<file path="src/rtl/mem_sequencer.sv">
// Multi-cycle fetch/data sequencer letting the RV32 datapath share one single-port memory.
// Optional per-access watchdog built when MEM_SEQ_TIMEOUT_EN is defined.
module mem_sequencer #(
  parameter int unsigned TIMEOUT = 16
) (
  input  logic        clk,
  input  logic        reset,
  input  logic [31:0] pc,
  input  logic [31:0] d_addr,
  input  logic [31:0] d_wdata,
  output logic [31:0] instr,
  output logic [31:0] rdata,
  output logic        step,
  output logic        mem_req,
  output logic        mem_we,
  output logic [31:0] mem_addr,
  output logic [3:0]  mem_be,
  output logic [31:0] mem_wdata,
  input  logic [31:0] mem_rdata,
  input  logic        mem_ready,
  output logic        fault
);

  typedef enum logic [2:0] {
    StFetch,
    StExec,
    StData,
    StWb,
    StHalt
  } state_e;

  localparam logic [6:0] OpLoad  = 7'b0000011;
  localparam logic [6:0] OpStore = 7'b0100011;

  state_e      r_state;
  logic [31:0] r_instr;
  logic [31:0] r_rdata;
  logic        r_fault;

  logic        w_is_load;
  logic        w_is_store;
  logic        w_is_mem;
  logic [1:0]  w_size;
  logic        w_misalign;
  logic        w_timeout;
  logic [3:0]  w_st_be;
  logic [31:0] w_st_wdata;
  logic        w_unused_pc;

  assign w_is_load   = (r_instr[6:0] == OpLoad);
  assign w_is_store  = (r_instr[6:0] == OpStore);
  assign w_is_mem    = w_is_load | w_is_store;
  assign w_size      = r_instr[13:12];
  assign w_misalign  = ((w_size == 2'b01) && d_addr[0]) ||
                       ((w_size == 2'b10) && (d_addr[1:0] != 2'b00)) ||
                       (w_size == 2'b11);
  assign w_unused_pc = ^pc[1:0];

  // Store lane steering: narrow data replicated across all lanes, enables select the lane.
  always_comb begin
    w_st_be    = 4'b0000;
    w_st_wdata = 32'h0;
    unique case (w_size)
      2'b00: begin
        w_st_be    = 4'b0001 << d_addr[1:0];
        w_st_wdata = {4{d_wdata[7:0]}};
      end
      2'b01: begin
        w_st_be    = d_addr[1] ? 4'b1100 : 4'b0011;
        w_st_wdata = {2{d_wdata[15:0]}};
      end
      2'b10: begin
        w_st_be    = 4'b1111;
        w_st_wdata = d_wdata;
      end
      default: begin
        w_st_be    = 4'b0000;
        w_st_wdata = 32'h0;
      end
    endcase
  end

`ifdef MEM_SEQ_TIMEOUT_EN
  localparam int unsigned WaitW = $clog2(TIMEOUT + 1);

  logic [WaitW-1:0] r_wait_cnt;
  logic             w_waiting;

  assign w_waiting = ((r_state == StFetch) || (r_state == StData)) && !mem_ready;
  assign w_timeout = w_waiting && (r_wait_cnt == WaitW'(TIMEOUT - 1));

  // Any non-waiting cycle clears the count, so it restarts on every FETCH/DATA entry.
  always_ff @(posedge clk or posedge reset) begin
    if (reset) begin
      r_wait_cnt <= '0;
    end else if (w_waiting) begin
      r_wait_cnt <= r_wait_cnt + 1'b1;
    end else begin
      r_wait_cnt <= '0;
    end
  end
`else
  logic w_unused_timeout;

  assign w_unused_timeout = (TIMEOUT == 0);
  assign w_timeout        = 1'b0;
`endif

  always_ff @(posedge clk or posedge reset) begin
    if (reset) begin
      r_state <= StFetch;
      r_instr <= 32'h00000013;
      r_rdata <= 32'h0;
      r_fault <= 1'b0;
    end else begin
      unique case (r_state)
        StFetch: begin
          if (mem_ready) begin
            r_instr <= mem_rdata;
            r_state <= StExec;
          end else if (w_timeout) begin
            r_fault <= 1'b1;
            r_state <= StHalt;
          end
        end
        StExec: begin
          if (!w_is_mem) begin
            r_state <= StFetch;
          end else if (w_misalign) begin
            r_fault <= 1'b1;
            r_state <= StHalt;
          end else begin
            r_state <= StData;
          end
        end
        StData: begin
          if (mem_ready) begin
            if (w_is_load) begin
              r_rdata <= mem_rdata;
            end
            r_state <= StWb;
          end else if (w_timeout) begin
            r_fault <= 1'b1;
            r_state <= StHalt;
          end
        end
        StWb:    r_state <= StFetch;
        StHalt:  r_state <= StHalt;
        default: r_state <= StHalt;
      endcase
    end
  end

  // Memory and step outputs decode the registered state; reset gates them off immediately.
  always_comb begin
    step      = 1'b0;
    mem_req   = 1'b0;
    mem_we    = 1'b0;
    mem_addr  = 32'h0;
    mem_be    = 4'b0000;
    mem_wdata = 32'h0;
    if (!reset) begin
      unique case (r_state)
        StFetch: begin
          mem_req  = 1'b1;
          mem_addr = {pc[31:2], 2'b00};
        end
        StExec: begin
          step = !w_is_mem;
        end
        StData: begin
          mem_req  = 1'b1;
          mem_addr = {d_addr[31:2], 2'b00};
          if (w_is_store) begin
            mem_we    = 1'b1;
            mem_be    = w_st_be;
            mem_wdata = w_st_wdata;
          end
        end
        StWb: begin
          step = 1'b1;
        end
        StHalt: begin
          step = 1'b0;
        end
        default: begin
          step = 1'b0;
        end
      endcase
    end
  end

  assign instr = r_instr;
  assign rdata = r_rdata;
  assign fault = r_fault;

endmodule

</file>
<file path="config.mk">
export PLATFORM = sky130hd
export DESIGN_NAME = mem_sequencer
export DESIGN_NICKNAME = d
export VERILOG_FILES = /design/src/rtl/mem_sequencer.sv
export SDC_FILE = /design/constraint.sdc
export NUM_CORES = 1
export LEC_CHECK = 0
export ABC_AREA = 0
export CAP_MARGIN = 5
export CORE_AREA = 2 2 104 106
export CTS_CLUSTER_DIAMETER = 100
export DETAILED_ROUTE_END_ITERATION = 10
export DIE_AREA = 0 0 106 108
export DONT_BUFFER_PORTS = 1
export GPL_TIMING_DRIVEN = 0
export SLEW_MARGIN = 20
export SYNTH_ARGS = -nofsm -noshare
export SYNTH_HDL_FRONTEND = slang
export SYNTH_SLANG_ARGS = --single-unit
</file>
<file path="constraint.sdc">
create_clock -name clk -period 8.6 [get_ports clk]
set_clock_uncertainty 0.1 [all_clocks]
set_input_delay 1.72 -clock clk [delete_from_list [all_inputs] [get_ports clk]]
set_output_delay 1.72 -clock clk [all_outputs]
set_load 0.01 [all_outputs]
</file>
=== After elaboration in Yosys (flattened, before gate mapping) ===
Index checks and enable logic that the tools add are counted.

* $lt $le $gt $ge: 0
* Equal/unequal tests: 10
* Add/sub/neg operators: 0
* Bitwise logic cells: 1
* Reduce and logical (&&, ||, !) cells: 13
* Shift operators: 1
* Muxes and demuxes: 23
* $mul: 0
* Divide/modulo/power cells: 0

{| class="wikitable"
|+ Operators by type and width
! cell !! count
|-
| $mux 32 || 4
|-
| $pmux 32 s3 || 1
|-
| $pmux 32 s2 || 1
|-
| $mux 4 || 4
|-
| $mux 3 || 4
|-
| $pmux 3 s4 || 1
|-
| $pmux 4 s3 || 1
|-
| $eq 7x2->1 const B || 1
|-
| $eq 7x6->1 const B || 1
|-
| $eq 3x2->1 const B || 2
|-
| $mux 1 || 6
|-
| $reduce_and 3->1 || 2
|-
| $eq 2x2->1 const B || 2
|-
| $ne 2x2->1 const B || 2
|-
| $reduce_and 2->1 || 2
|-
| $shl 1x2->4 const A || 1
|-
| $eq 3x1->1 const B || 1
|-
| $logic_not 3->1 || 1
|-
| $eq 2x1->1 const B || 1
|-
| $logic_and 1x1->1 || 2
|-
| $logic_not 2->1 || 1
|-
| $logic_or 1x1->1 || 2
|-
| $pmux 1 s2 || 1
|-
| $reduce_bool 2->1 || 1
|-
| other kinds (3) || 3
|}

* Memory bits (read-only): 0
* Latch bits: 0
* Bits in registers: 68
* Memories kept: 0
* Output and inout port bits: 136
* Bits in writable memories: 0
* Word-level logic and storage cells: 52
* Input port bits: 131

=== Depth between registers and ports, before layout ===
* Depth in word-level cells: 7
* Gate-level depth with buffers: 6
* Depth with buffers taken out: 3

=== Worst setup path after synthesis ===
Ideal clock, no wire load.

* Path type: input to output
* Start point: in reset
* End point: out step
* Data required time: 6.780 ns
* Arrival time: 3.574 ns
* Setup slack: 3.206 ns
* Buffers on the path: 0
* Stages: 3
* Cell sequence: inv_1 -> nand3_1 -> a21oi_1

* Word-level cells in the longest chain between the ends: 1

{| class="wikitable"
|+ Ends and longest elaborated chain
! what !! RTL line !! RTL
|-
| start: declaration || 7 || <nowiki>input logic reset,</nowiki>
|-
| $mux 1 || 162 || <nowiki>if (!reset) begin</nowiki>
|-
| end: declaration || 13 || <nowiki>output logic step,</nowiki>
|}

No other way between the ends.

=== Worst setup path in the final report ===
* Start point: in reset
* End point: out mem_wdata[30]

* Word-level cells in the longest chain between the ends: 1

{| class="wikitable"
|+ Ends and longest elaborated chain
! what !! RTL line !! RTL
|-
| $mux 32 || 162 ||
|-
| end: declaration || 18 || <nowiki>output logic [31:0] mem_wdata,</nowiki>
|}

No other way between the ends.

==> results.md <==
* Status: finished, final reports clean
* Asr flop ratio synth at 1.00
* Max Root-Sink Buffers at 2
* Cell area after synthesis at 3790 um^2
* Distinct cell type count after synthesis at 35
* Gr ovfl total at 0
* Final #Nets at 485
* Initial Util at 0.370
* Num rows at 37
* Vert. Die Dim at around 110 um
* Compound-gate portion of the synthesized area at 0.0581
* Largest family of logic cells by synthesized area: multiplexers
* CP Data Arrival Time at about 3.0 ns
* Post-CTS Setup Inserts at 0
* Most frequent cell after synthesis: dfrtp_1
* Register area share after synthesis at 0.450
* Setup TNS at 0 ns
* Top-area cell type share of the netlist area at 0.429
* DP Cell Count at about 480
* CTS tree: built
* Worst slew pin tran at a little under 0.7 ns
* CTS sink cnt at 68
* DR vias/cell at 5.45
* Synth area leader: dfrtp_1
* DP HPWL at roughly 8400 um
* Post-cts hold buffer count at 0
* Largest net degree at the start of global routing at 36
* Core Area at around 10,000 um^2
* DIE WIDTH at around 110 um
* Post-CTS sizing at 0
* Crit Path Class: input pin to primary output
* DRC at 0
* Worst setup EP type: primary output
* Xor/xnor share of the synthesized area at 0
* Clock root buffer master: clkbuf_8
* P&R area growth vs syn at 10.7%
* Simple-gate share of the synthesized area at 0.118
* GPL Wtd Cong at roughly 0.71
* I/O pin count at around 270
* Max-slew violation count at 0
* Share of cells above drive strength 1 at 0.309
* Adder-Cell Fraction of Synth Area at 0
* Antenna viol nets, final at 0
* Average cell area after synthesis at roughly 11 um^2
* Hold WS at around 0.48 ns
* Clk_lat worst skew at around 0.34 ns
* Total iterations of the first detailed-routing run at 4
* P_leak at about 1.9 nW
* Critical path's largest stage delay at roughly 0.37 ns
* Met1 Track Usage GR at 0.201
* Crit path cell chain: nor4b_1 -> nand4_1 -> buf_2 -> a21oi_1
* Diodes inserted at 0
* Multiplexer area fraction after synthesis at 0.320
* 1st-iter DRT viols at approximately 130
* WL/cell at 21.1 um
* Post-route insts no fill at 495
* H-Tree Depth at 3
* Vias in the first global route at 2,627
* Slew headroom at 0.536
* Die area at approximately 11,000 um^2
* RSZ-0062 raised after global routing: false
* PortBufs at 0
* Yosys warning total at 0
* Number of synthesized flops with an enable pin at 0
* Critical path data required time at ~6.8 ns
* Fillcell total at 963
* CTS buffer count at 9
* Clk pin slew, worst setup/hold paths at 0.07 ns
* PD cells at around 160 nW/um^2
* Slowest CP cell: nor4b_1
* Grt met3 use at 0.0717
* First-pass GRT wire length at around 15,000 um
* Fmax at about 210 MHz
* Initial antenna violation count at 0
* Critical path launch point type: input pin
* Syn Inst Count at roughly 340
* Vias at 2,700
* GRT Util Overall at 0.168
* Final hold vios at 0
* Met2 Use GR at 0.280
* Routed wire length at between 10,000 and 15,000 um
* Commonest cells in the netlist: dfrtp_1 (65), nor2_1 (50), mux2i_1 (38), mux2_2 (33), mux2_4 (30)
* Ys flop type: dfrtp_1
* Gr busiest metal: met2
* Period utilisation layout at 0.562
* Final min period at approximately 4.8 ns
* Maxcap violations at 0
* Peak VDD IR at 0.151 mV
* Synth top area cells: dfrtp_1 (43%), mux2_4 (12%), mux2i_1 (10%)
* Number of synthesized register bits at slightly below 70
* Worst min path class: register to register
* Max FO, Critical Path at 10
* Finish-stage setup viols at 0
layout make-up:
type	count	area, um^2	area share
plain buffers	27	151	0.0361
inverters	13	51.3	0.0122
flip-flops and latches	68	1710	0.407
clock inverters	5	58.8	0.0140
multi-input cells	234	1890	0.450
repair buffers	1	20.0	0.00477
well taps	136	170	0.0406
clock buffers	11	151	0.0361
stage by stage:
step                      setup WS [ns]  power [W]   util  cell area, um^2
after floorplan                    3.21   0.000377      -             3790
after global placement             2.55   0.000385  0.387             3960
after detailed placement           3.79   0.000388  0.390             3990
after CTS                          3.79   0.000666  0.410             4200
after global routing               3.72   0.000687  0.410             4200
final                              3.77   0.000656  0.410             4200
worst max-delay path: cells and delay by family:
family                 cells  cell delay, ns
AOI/OAI and AO/OA          1            0.28
and+or+nand+nor            2            0.72
buffers and inverters      1            0.30
layer usage:
layer	vias to the layer above	share of wire
li1	1194	-
met1	1308	0.38
met2	187	0.50
met3	11	0.11
met4	0	0.011
met5	-	0
state kept, by name, indices dropped and copies added, names as in the netlist:
name,cells
instr,32
rdata,32
r_state,3
fault,1
layout by cell type, fill, tap and decap left out, types with 5 or more instances in the layout:
| cell | synthesis | final |
|---|---|---|
| dfrtp_1 | 65 | 65 |
| mux2_4 | 30 | 30 |
| buf_2 | 6 | 6 |
| mux2_2 | 33 | 33 |
| a21oi_1 | 23 | 23 |
| nor2_1 | 50 | 50 |
| inv_1 | 13 | 12 |
| clkbuf_1 | 10 | 10 |
| nand2_1 | 17 | 17 |
| or2_2 | 8 | 8 |
| buf_4 | 5 | 5 |
| clkbuf_8 | 0 | 11 |
| a2bb2oi_1 | 8 | 8 |
| mux2i_1 | 38 | 38 |
power by group:
part | internal (W) | switching, W | total [W]
registers | 0.000328 | 0.0000108 | 0.000339
logic | 0.0000201 | 0.0000227 | 0.0000428
clock network | 0.000150 | 0.000125 | 0.000275
final timing paths:
path                       startpoint       endpoint  slack [ns]  depth (start not counted)
min reg2reg                     fault          fault        0.48                          2
max in group asynchronous       reset      instr[20]        6.70                          2
max                             reset  mem_wdata[30]        3.77                          4
max reg2reg                  instr[1]      rdata[11]        6.64                          4
min                             fault          fault        0.48                          2
min in group asynchronous       reset     r_state[2]        1.16                          1
kinds of logic (layout without fill, tap and decap cells):
kind of cell           Yosys count  in the layout
flip-flops                      68             68
AND/OR/NAND/NOR                 94             94
buffers and inverters           40             57
multiplexers                   102            102
AO/OA/AOI/OAI                   36             36
other                            1              2
No activity file was read; power rests on OpenSTA's default activity.
